===== config.mk =====
export PLATFORM = sky130hd
export DESIGN_NAME = neuron_mac
export DESIGN_NICKNAME = d
export VERILOG_FILES = /design/src/rtl/nn_fixed_pkg.sv /design/src/rtl/neuron_mac_sat.sv /design/src/rtl/neuron_mac.sv
export SDC_FILE = /design/constraint.sdc
export NUM_CORES = 1
export LEC_CHECK = 0
export ABC_CLOCK_PERIOD_IN_PS = 16700
export CAP_MARGIN = 40
export CORE_MARGIN = 2
export CORE_UTILIZATION = 65
export CTS_CLUSTER_DIAMETER = 40
export DETAILED_ROUTE_END_ITERATION = 7
export GPL_ROUTABILITY_DRIVEN = 0
export PLACE_DENSITY = 0.87
export REMOVE_ABC_BUFFERS = 1
export SLEW_MARGIN = 15
export SYNTH_ARGS = -nofsm -noshare
export SYNTH_HDL_FRONTEND = slang
export SYNTH_SLANG_ARGS = --single-unit

===== constraint.sdc =====
create_clock -name clk -period 16.7 [get_ports clk]
set_input_delay 4.175 -clock clk [delete_from_list [all_inputs] [get_ports clk]]
set_output_delay 4.175 -clock clk [all_outputs]
set_load 0.02 [all_outputs]

===== src/rtl/nn_fixed_pkg.sv =====
// Shared fixed-point constants (Q3.4 operands) and the neuron MAC state encoding.
package nn_fixed_pkg;

  localparam int DATA_W  = 8;
  localparam int FRAC_W  = 4;
  localparam int SAT_MAX = 127;
  localparam int SAT_MIN = -128;

  typedef enum logic [1:0] {
    ST_ACCUM  = 2'd0,
    ST_FINISH = 2'd1,
    ST_OUT    = 2'd2
  } mac_state_e;

endpackage


===== src/rtl/neuron_mac_sat.sv =====
// Combinational post-processing: bias add, arithmetic (floor) right shift and
// clamp of the Q7.8-scaled accumulator back to a Q3.4 byte.
module neuron_mac_sat
  #(
    parameter int ACC_W  = 18,
    parameter int FRAC_W = nn_fixed_pkg::FRAC_W
  ) (
    input  logic signed [ACC_W-1:0]               acc_i,
    input  logic signed [nn_fixed_pkg::DATA_W-1:0] bias_i,
    output logic signed [nn_fixed_pkg::DATA_W-1:0] z_o
  );
  import nn_fixed_pkg::*;

  // One spare bit so the bias add can never wrap.
  localparam int SUM_W = ACC_W + 1;
  localparam logic signed [SUM_W-1:0] MAX_S = SUM_W'(SAT_MAX);
  localparam logic signed [SUM_W-1:0] MIN_S = SUM_W'(SAT_MIN);

  logic signed [SUM_W-1:0] bias_s;
  logic signed [SUM_W-1:0] sum_s;
  logic signed [SUM_W-1:0] shr_s;

  // Bias is aligned to the product scale before the add; the shift floors.
  always_comb begin
    bias_s = SUM_W'(bias_i) <<< FRAC_W;
    sum_s  = SUM_W'(acc_i) + bias_s;
    shr_s  = sum_s >>> FRAC_W;
    if (shr_s > MAX_S) begin
      z_o = DATA_W'(SAT_MAX);
    end else if (shr_s < MIN_S) begin
      z_o = DATA_W'(SAT_MIN);
    end else begin
      z_o = shr_s[DATA_W-1:0];
    end
  end

endmodule


===== src/rtl/neuron_mac.sv =====
// Neuron multiply-accumulate: sums N_INPUTS signed Q3.4 products, adds bias and
// hands a saturated Q3.4 pre-activation to the sigmoid stage via valid/ready.
module neuron_mac
  #(
    parameter int N_INPUTS = 4,
    parameter int FRAC_W   = nn_fixed_pkg::FRAC_W
  ) (
    input  logic                                   clk,
    input  logic                                   rst,
    input  logic signed [nn_fixed_pkg::DATA_W-1:0] x_in,
    input  logic signed [nn_fixed_pkg::DATA_W-1:0] w_in,
    input  logic                                   in_valid,
    output logic                                   in_ready,
    input  logic signed [nn_fixed_pkg::DATA_W-1:0] bias,
    output logic signed [nn_fixed_pkg::DATA_W-1:0] z_value,
    output logic                                   z_valid,
    input  logic                                   z_ready
  );
  import nn_fixed_pkg::*;

  localparam int ACC_W = 16 + $clog2(N_INPUTS) + 2;
  localparam int CNT_W = (N_INPUTS > 1) ? $clog2(N_INPUTS) : 1;
  localparam logic [CNT_W-1:0] CNT_LAST = CNT_W'(N_INPUTS - 1);

  mac_state_e              state_q;
  logic signed [ACC_W-1:0] acc_q;
  logic signed [ACC_W-1:0] acc_d;
  logic [CNT_W-1:0]        cnt_q;
  logic                    in_ready_q;
  logic                    z_valid_q;
  logic signed [DATA_W-1:0] z_value_q;
  logic signed [DATA_W-1:0] z_d;
  logic signed [15:0]      prod_s;
  logic                    accept_s;

  assign accept_s = in_valid & in_ready_q;
  assign prod_s   = 16'(x_in) * 16'(w_in);
  assign acc_d    = acc_q + ACC_W'(prod_s);

  neuron_mac_sat #(
    .ACC_W  (ACC_W),
    .FRAC_W (FRAC_W)
  ) u_sat (
    .acc_i  (acc_q),
    .bias_i (bias),
    .z_o    (z_d)
  );

  // Control FSM with accumulator, counter and all outputs registered.
  always_ff @(posedge clk) begin
    if (rst) begin
      state_q    <= ST_ACCUM;
      acc_q      <= '0;
      cnt_q      <= '0;
      in_ready_q <= 1'b1;
      z_valid_q  <= 1'b0;
      z_value_q  <= '0;
    end else begin
      case (state_q)
        ST_ACCUM: begin
          if (accept_s) begin
            acc_q <= acc_d;
            if (cnt_q == CNT_LAST) begin
              state_q    <= ST_FINISH;
              in_ready_q <= 1'b0;
            end else begin
              cnt_q <= cnt_q + CNT_W'(1);
            end
          end
        end
        ST_FINISH: begin
          z_value_q <= z_d;
          z_valid_q <= 1'b1;
          state_q   <= ST_OUT;
        end
        ST_OUT: begin
          if (z_ready) begin
            acc_q      <= '0;
            cnt_q      <= '0;
            z_valid_q  <= 1'b0;
            in_ready_q <= 1'b1;
            state_q    <= ST_ACCUM;
          end
        end
        default: begin
          state_q    <= ST_ACCUM;
          acc_q      <= '0;
          cnt_q      <= '0;
          in_ready_q <= 1'b1;
          z_valid_q  <= 1'b0;
        end
      endcase
    end
  end

  assign in_ready = in_ready_q;
  assign z_valid  = z_valid_q;
  assign z_value  = z_value_q;

endmodule


[After elaboration in Yosys (flattened, before gate mapping)]
Index checks and enable logic that the tools add are counted.
Widths: inputs -> output; s select.
Operators by class
  $add $sub $neg: 3
  multiply operators: 1
  $lt $le $gt $ge: 2
  equal/unequal tests: 7
  mux-type cells: 18
  bitwise operators: 3
  reduce and logical (&&, ||, !) cells: 6
Operator list (number)
  $pmux 20 s3: 1
  $mux 20: 2
  $add 20x12->21: 1
  $add 20x16->20: 1
  $gt 17x8->1 const B: 1
  $lt 17x8->1 const B: 1
  $mul 8x8->16: 1
  $mux 8: 2
  $pmux 2 s3: 2
  $mux 2: 5
  $ne 2x2->1 const B: 4
  $reduce_and 4->1: 2
  $pmux 1 s3: 2
  $reduce_and 3->1: 2
  $eq 2x2->1 const B: 2
  $mux 1: 4
  $add 2x1->2 const B: 1
  $eq 2x1->1 const B: 1
  $logic_not 2->1: 1
  $not 1->1: 2
  $reduce_and 2->1: 1
  $and 1x1->1: 1
Word-level totals
  register bits after elaboration: 34
  input bits: 28

[Logic depth before layout (Yosys ltp)]
Gate-level depths: netlist of run 1.
  depth in word-level cells: 4
  gate-level depth with buffers: 22
  gate-level depth less buffers: 21

[By module]
Synthesis of run 1 repeated with hierarchy kept, for this count alone.
Unflattened totals
  cell total of the unflattened synthesis: 624
  area total of the unflattened synthesis: 5720.5 µm²
By module, submodules not included
  neuron_mac: instances 1, cells each 499, area an instance 4783.3 µm², seq. area each 680.7 µm²
  neuron_mac_sat: instances 1, cells each 125, area an instance 937.1 µm², seq. area each 0.0 µm²

[Worst setup path before layout of run 1]
Ideal clock, no wire load.
  kind: in2reg
  start point: input w_in[0] (netlist name)
  end point: register acc_q[19]
  library setup time: 69 ps
  arrival: 8977 ps
  setup slack: 7654 ps
  cell stages on the path: 16
  path buffers: 0
  path through: and2_1 > inv_1 > fa_1 > inv_1 > fa_1 > fa_1 > fa_1 > fa_1 > ha_1 > a2111oi_1 > o31ai_1 > o21ai_1 > a21oi_1 > a2111oi_0 > a41oi_1 > o21ai_1
Between the ends
  word-level cells in the longest chain between the ends: 4
Ends and longest elaborated chain
  start, declared: line neuron_mac.sv:11  | input logic signed [nn_fixed_pkg::DATA_W-1:0] w_in,
  $mul 8x8->16: line neuron_mac.sv:37  | assign prod_s = 16'(x_in) * 16'(w_in);
  $add 20x16->20: line neuron_mac.sv:38  | assign acc_d = acc_q + ACC_W'(prod_s);
  $mux 20: line neuron_mac.sv:61  | if (accept_s) begin
  $pmux 20 s3: line neuron_mac.sv:59  | case (state_q)
  end signal, assigned: line neuron_mac.sv:53  | acc_q <= '0;
  end signal, assigned: line neuron_mac.sv:62  | acc_q <= acc_d;
  end signal, assigned: line neuron_mac.sv:78  | acc_q <= '0;
  end, declared: line neuron_mac.sv:26  | logic signed [ACC_W-1:0] acc_q;
No other way between the ends. The select of a mux whose other input is x is not followed.
A chain may end at the register's enable or synchronous reset.

[Worst setup path in the final report of run 1]
Same ends and word-level chain as after synthesis.

==> results of run 1 <==
[worst max-delay path, cell delays in order]
cell and delay (ns):
clkdlybuf4s50_1 0.62, and2_1 0.63, inv_1 0.15, fa_1 0.54
inv_1 0.05, fa_1 0.51, fa_1 0.44, fa_1 0.58
fa_1 0.43, ha_1 0.36, a2111oi_1 0.53, o31ai_1 0.19
o21ai_1 0.20, a21oi_1 0.15, a2111oi_0 0.53, a41oi_1 0.08
o21ai_1 0.15
[final timing paths]
check                               start  slack [ns]                      end
setup / recovery                  w_in[0]        6.60   acc_q[19]$_SDFFE_PP0P_
hold / removal    z_value[7]$_SDFFE_PP0P_        0.45  z_value[7]$_SDFFE_PP0P_
setup reg to reg    acc_q[6]$_SDFFE_PP0P_       11.29   acc_q[19]$_SDFFE_PP0P_
hold reg to reg   z_value[7]$_SDFFE_PP0P_        0.45  z_value[7]$_SDFFE_PP0P_
[where the power goes]
| part | total, W | switching (W) | internal, W |
|---|---|---|---|
| Clock | 0.0000933 | 0.0000335 | 0.0000598 |
| Sequential | 0.000115 | 0.0000167 | 0.0000987 |
| Combinational | 0.00102 | 0.000558 | 0.000466 |
[metal layers]
metal / up-vias / wire length, µm / global-route usage (%)
li1: 2085 / - / -
met1: 2210 / 4730 / 32.9
met2: 77 / 6100 / 46.7
met3: 31 / 304 / 3.03
met4: 0 / 313 / 7.69
met5: - / 0 / 0
[Yosys cell counts (all sizes together) (5+ instances only)]
| cell | instances |
|---|---|
| a211oi | 16 |
| a21o | 6 |
| a21oi | 21 |
| a22o | 7 |
| and2 | 36 |
| and3 | 5 |
| clkbuf | 8 |
| dfxtp | 34 |
| fa | 89 |
| ha | 63 |
| inv | 105 |
| nand2 | 52 |
| nand2b | 7 |
| nand3 | 7 |
| nor2 | 35 |
| nor2b | 5 |
| nor3 | 7 |
| o21ai | 20 |
| o31ai | 5 |
| xnor2 | 19 |
| xor2 | 7 |
[sequential cells by signal, indices dropped and copies added, names as in the netlist]
name and count:
in_ready 1, z_value 8, z_valid 1, acc_q 20, cnt_q 2, state_q 2
[cells by family (layout without fill, tap and decap cells)]
| family | count (synthesis) | after routing |
|---|---|---|
| flops | 34 | 34 |
| compound gates | 105 | 105 |
| fa+ha+maj | 152 | 152 |
| mux | 3 | 3 |
| simple gates | 177 | 177 |
| buf+inv | 117 | 153 |
| xor+xnor | 26 | 26 |
[cell type report]
cell class | instances | area [µm²]
multi-input combinational | 463 | 4490
fill | 594 | 2080
sequential | 34 | 681
inverter | 106 | 398
timing repair buffer | 39 | 385
tap | 105 | 131
clock buffer | 5 | 68.8
clock inverter | 3 | 68.8
[per-stage QoR]
step | cells | power [W] | setup slack (ns) | cell area [µm²]
floorplan | 603 | 0.000921 | 7.65 | 5560
global placement | 746 | 0.00108 | 6.64 | 6080
detailed placement | 747 | 0.00113 | 6.32 | 6080
CTS | 755 | 0.00124 | 6.59 | 6220
global route | 755 | 0.00138 | 6.13 | 6220
finish | 755 | 0.00123 | 6.60 | 6220
==> impl_metrics.json, run 1 <==
{
  "status": "completed",
  "reg2regPathDepth": 18,
  "hp-class": "flop to flop",
  "dp_hpwl_um": 9680,
  "path_clk_slew_ns": 0.08,
  "slew_headroom_pct": 47.6,
  "routed_via_density": 5.83,
  "cts_tree": "yes",
  "synth_xor_area_share_pct": 4.06,
  "grt.overflow.total": 0,
  "mostFrequentLayoutCell": "inv_1",
  "synth_top_cell_by_area": "fa_1",
  "layout_common_cells": "inv_1 (105), fa_1 (89), ha_1 (63)",
  "synth_async_sr_flop_share_pct": 0,
  "grt_pass1_wl_um": 20600,
  "firstDrtPassIters": 4,
  "syn_to_final_growth_pct": 10.8,
  "yosysUniqueCellTypes": 64,
  "start_kind": "input pin",
  "die_y_um": 96.9,
  "setup_violations": 0,
  "synth_area_per_cell_um2": 9.15,
  "die_w_um": 96.9,
  "worstSetupPathType": "input pin to flop",
  "ys_warn_count": 0,
  "final_util_pct": 75.0,
  "required_ns": 16.93,
  "wl_um": 11400,
  "nets": 829,
  "fin_crit_ns": 10.10,
  "clk_latency_ns": 0.29,
  "diodes": 0,
  "cap_viol_max_count": 0,
  "period_share_pct": 60.5,
  "synth_edf_count": 0,
  "syn-instance-count": 614,
  "yosys.area_share.simple_pct": 15.9,
  "setup_tns_ns": 0,
  "rows": 33,
  "p_per_area_nw_per_um2": 198,
  "vias": 4403,
  "yosys_register_bits": 34,
  "ioPinCount": 38,
  "skew_ns": 0.00780,
  "finalHoldViolCount": 0,
  "antenna_left": 0,
  "coreArea_um2": 8300,
  "grtUsageTotal_pct": 26.0,
  "cts_setup_buffers": 0,
  "arrival_ns": 10.33,
  "drive_gt1_share_pct": 4.62,
  "grt_max_degree": 20,
  "peakVddDrop_v": 0.000260,
  "synthFlopType": "dfxtp_1",
  "rsz0062_at_grt": "no",
  "drtIter0Drc": 166,
  "antenna_found_initial": 0,
  "cts_made_buffers": 5,
  "syn_area_um2": 5620,
  "clk_path_buf_depth": 2,
  "die-area_um2": 9400,
  "min_delay_path_depth": 2,
  "clock-sinks": 34,
  "leakagePower_nw": 2.96,
  "holdWs_ns": 0.455,
  "synth-compound-area-share_pct": 13.5,
  "wl_per_cell_um": 15.2,
  "synth_top_area_share_pct": 31.7,
  "synth_fa_ha_area_share_pct": 45.8,
  "htreeDepth": 2,
  "cts_hold_buf": 0,
  "timing.fmax_mhz": 99.0,
  "muxShareOfSynthArea_pct": 0.579,
  "io_buffers": 37,
  "synth.area.top_cells": "fa_1 (32%), ha_1 (14%), dfxtp_1 (12%), inv_1 (7.0%), and2_1 (4.0%)",
  "cts_resized": 0,
  "slew_violations": 0,
  "grt_pass1_vias": 4690,
  "worstPathMaxFanout": 13,
  "synth_top_family_by_area": "adder cells",
  "synth_seq_area_share_pct": 12.1,
  "drc_errors": 0,
  "end_kind": "flop",
  "cts_root_buffer": "clkbuf_8",
  "initial_core_util_pct": 67.7,
  "tightest_slew_ns": 0.786
}
Power figures use the tool's default switching activity.
==> run 2: changes to the inputs <==
--- a/config.mk
+++ b/config.mk
@@ -5,14 +5,14 @@
 export SDC_FILE = /design/constraint.sdc
 export NUM_CORES = 1
 export LEC_CHECK = 0
-export ABC_CLOCK_PERIOD_IN_PS = 16700
+export ABC_CLOCK_PERIOD_IN_PS = 10550
 export CAP_MARGIN = 40
 export CORE_MARGIN = 2
-export CORE_UTILIZATION = 65
+export CORE_UTILIZATION = 62
 export CTS_CLUSTER_DIAMETER = 40
 export DETAILED_ROUTE_END_ITERATION = 7
 export GPL_ROUTABILITY_DRIVEN = 0
-export PLACE_DENSITY = 0.87
+export PLACE_DENSITY = 0.83
 export REMOVE_ABC_BUFFERS = 1
 export SLEW_MARGIN = 15
 export SYNTH_ARGS = -nofsm -noshare
==> constraint.sdc (replaced) <==
create_clock -name clk -period 10.55 [get_ports clk]
set_input_delay 2.6375 -clock clk [delete_from_list [all_inputs] [get_ports clk]]
set_output_delay 2.6375 -clock clk [all_outputs]
set_load 0.02 [all_outputs]
==> impl_metrics.json, run 2 (synthesized netlist as in run 1, its figures left out) <==
{
  "status": "completed",
  "reg2reg_to": "acc_q[19]$_SDFFE_PP0P_",
  "min_delay_path_depth": 2,
  "ioPinCount": 38,
  "critical_path.startpoint": "w_in[0]",
  "start_kind": "input pin",
  "clock-sinks": 34,
  "placed_cell_area_um2": 6090,
  "leakagePower_nw": 2.94,
  "slew_violations": 0,
  "grtUsageTotal_pct": 25.7,
  "cp_common_cell": "fa_1",
  "path_buf_inv": 3,
  "setup_tns_ns": 0,
  "vias": 4333,
  "r2r_setup_slack_ns": 5.21,
  "finalHoldViolCount": 0,
  "arrival_ns": 8.65,
  "firstDrtPassIters": 5,
  "fin_crit_ns": 8.42,
  "syn_to_final_growth_pct": 10.1,
  "clk_path_buf_depth": 2,
  "drive_gt1_share_pct": 4.62,
  "largest_reg_flops": 20,
  "grt_pass1_wl_um": 20700,
  "initial_core_util_pct": 64.1,
  "coreArea_um2": 8760,
  "grt.overflow.total": 0,
  "drc_errors": 0,
  "tightest_slew_ns": 0.778,
  "worstPathCellList": "clkdlybuf4s50_1 -> and2_1 -> inv_1 -> fa_1 -> inv_1 -> fa_1 -> fa_1 -> fa_1 -> fa_1 -> ha_1 -> a2111oi_1 -> o31ai_1 -> o21ai_1 -> a21oi_1 -> a2111oi_0 -> a41oi_1 -> o21ai_1",
  "slew_headroom_pct": 48.1,
  "switchingPower_w": 0.000952,
  "cts_resized": 0,
  "cp_top_family": "adder cells",
  "cts_hold_buf": 0,
  "antenna_found_initial": 0,
  "timing.fmax_mhz": 119,
  "worstSetupPathType": "input pin to flop",
  "routed_via_density": 5.72,
  "path_clk_slew_ns": 0.07,
  "period_share_pct": 79.8,
  "die-area_um2": 9830,
  "seqPwrFrac_pct": 9.7,
  "critPathCapture": "acc_q[19]$_SDFFE_PP0P_",
  "worstPathMaxFanout": 13,
  "clk_latency_ns": 0.29,
  "cp_slowest_stage_delay_ns": 0.61,
  "p_per_area_nw_per_um2": 307,
  "diodes": 0,
  "critPathSlowestCell": "clkdlybuf4s50_1",
  "rsz0062_at_grt": "no",
  "nets": 829,
  "power_frac_clock_pct": 5.5,
  "p_int_w": 0.000946,
  "cap_viol_max_count": 0,
  "design_area_um2": 6180,
  "layout_common_cells": "inv_1 (105), fa_1 (89), ha_1 (63)",
  "peakVddDrop_v": 0.000396,
  "antenna_left": 0,
  "cts_made_buffers": 5,
  "cts_root_buffer": "clkbuf_8",
  "reg2regPathDepth": 18,
  "grt_pass1_vias": 4655,
  "die_y_um": 99.2,
  "required_ns": 10.77,
  "io_buffers": 37,
  "reg2reg_from": "acc_q[6]$_SDFFE_PP0P_",
  "mostFrequentLayoutCell": "inv_1",
  "regMostFlops": "acc_q",
  "cts_tree": "yes",
  "critical_path_cell_count": 17,
  "cts_setup_buffers": 0,
  "hp-class": "flop to flop",
  "grt_max_degree": 20,
  "wl_um": 11600,
  "rows": 34,
  "skew_ns": 0.00551,
  "wl_per_cell_um": 15.2,
  "end_kind": "flop",
  "dp_hpwl_um": 9930,
  "die_w_um": 99.2,
  "p_comb_share_pct": 84.9,
  "setup_violations": 0,
  "netSwitchingFraction_pct": 50.1,
  "htreeDepth": 2,
  "drtIter0Drc": 180
}
## run 2: cell types whose count changed in the layout (fill, tap and decap cells not counted)
cell,change
bufinv_16,-2
clkinv_2,+1
clkinv_4,-1
clkbuf_8,+1
clkinvlp_4,+1
## run 2: final cells by class
| cell class | count | area, µm² |
|---|---|---|
| repair buffers | 39 | 385 |
| inverters | 106 | 398 |
| clock buffers | 6 | 82.6 |
| well taps | 108 | 135 |
| multi-input cells | 463 | 4490 |
| clock inverters | 2 | 12.5 |
| flip-flops and latches | 34 | 681 |
| fillers | 663 | 2580 |
## run 2: worst min path at each step
stage / startpoint / to / slack, ns
after floorplan: acc_q[1]$_SDFFE_PP0P_ / acc_q[1]$_SDFFE_PP0P_ / 0.45
after global placement: z_value[7]$_SDFFE_PP0P_ / z_value[7]$_SDFFE_PP0P_ / 0.45
after detailed placement: z_value[7]$_SDFFE_PP0P_ / z_value[7]$_SDFFE_PP0P_ / 0.46
after CTS: z_value[7]$_SDFFE_PP0P_ / z_value[7]$_SDFFE_PP0P_ / 0.46
after global routing: z_value[7]$_SDFFE_PP0P_ / z_value[7]$_SDFFE_PP0P_ / 0.50
final: z_value[7]$_SDFFE_PP0P_ / z_value[7]$_SDFFE_PP0P_ / 0.46
## run 2: metrics by stage
stage	total power (W)	hold slack [ns]	setup WS, ns	cells	utilization (%)
detailed placement	0.00179	0.455	1.88	750	69.5
global route	0.00214	0.504	1.67	758	70.5
floorplan	0.00146	0.449	3.04	603	-
finish	0.00190	0.465	2.13	758	70.5
CTS	0.00191	0.465	2.15	758	70.5
global placement	0.00171	0.445	2.05	750	69.5
## run 2: layer usage
layer  GRT usage (%)  routed length, µm
met5               0                  0
met4            7.59                334
met3            3.58                277
met2            47.2               6210
met1            31.5               4730
## run 2: power groups by stage
stage	registers [W]	logic (W)	clock network (W)
after floorplan	0.000176	0.00128	0
after global placement	0.000185	0.00153	0
after detailed placement	0.000186	0.00160	0
after CTS	0.000183	0.00162	0.000105
after global routing	0.000187	0.00184	0.000110
final	0.000183	0.00161	0.000104
## run 2: worst reg2reg max path, cell delays in order (launching register included)
cell       delay [ns]
dfxtp_1          0.36
inv_1            0.11
fa_1             0.56
inv_1            0.07
fa_1             0.50
inv_1            0.05
fa_1             0.47
inv_1            0.07
fa_1             0.48
ha_1             0.31
ha_1             0.33
a21o_1           0.20
a2111oi_1        0.56
o31ai_1          0.21
o21ai_1          0.20
a21oi_1          0.14
a2111oi_0        0.43
a41oi_1          0.09
o21ai_1          0.13
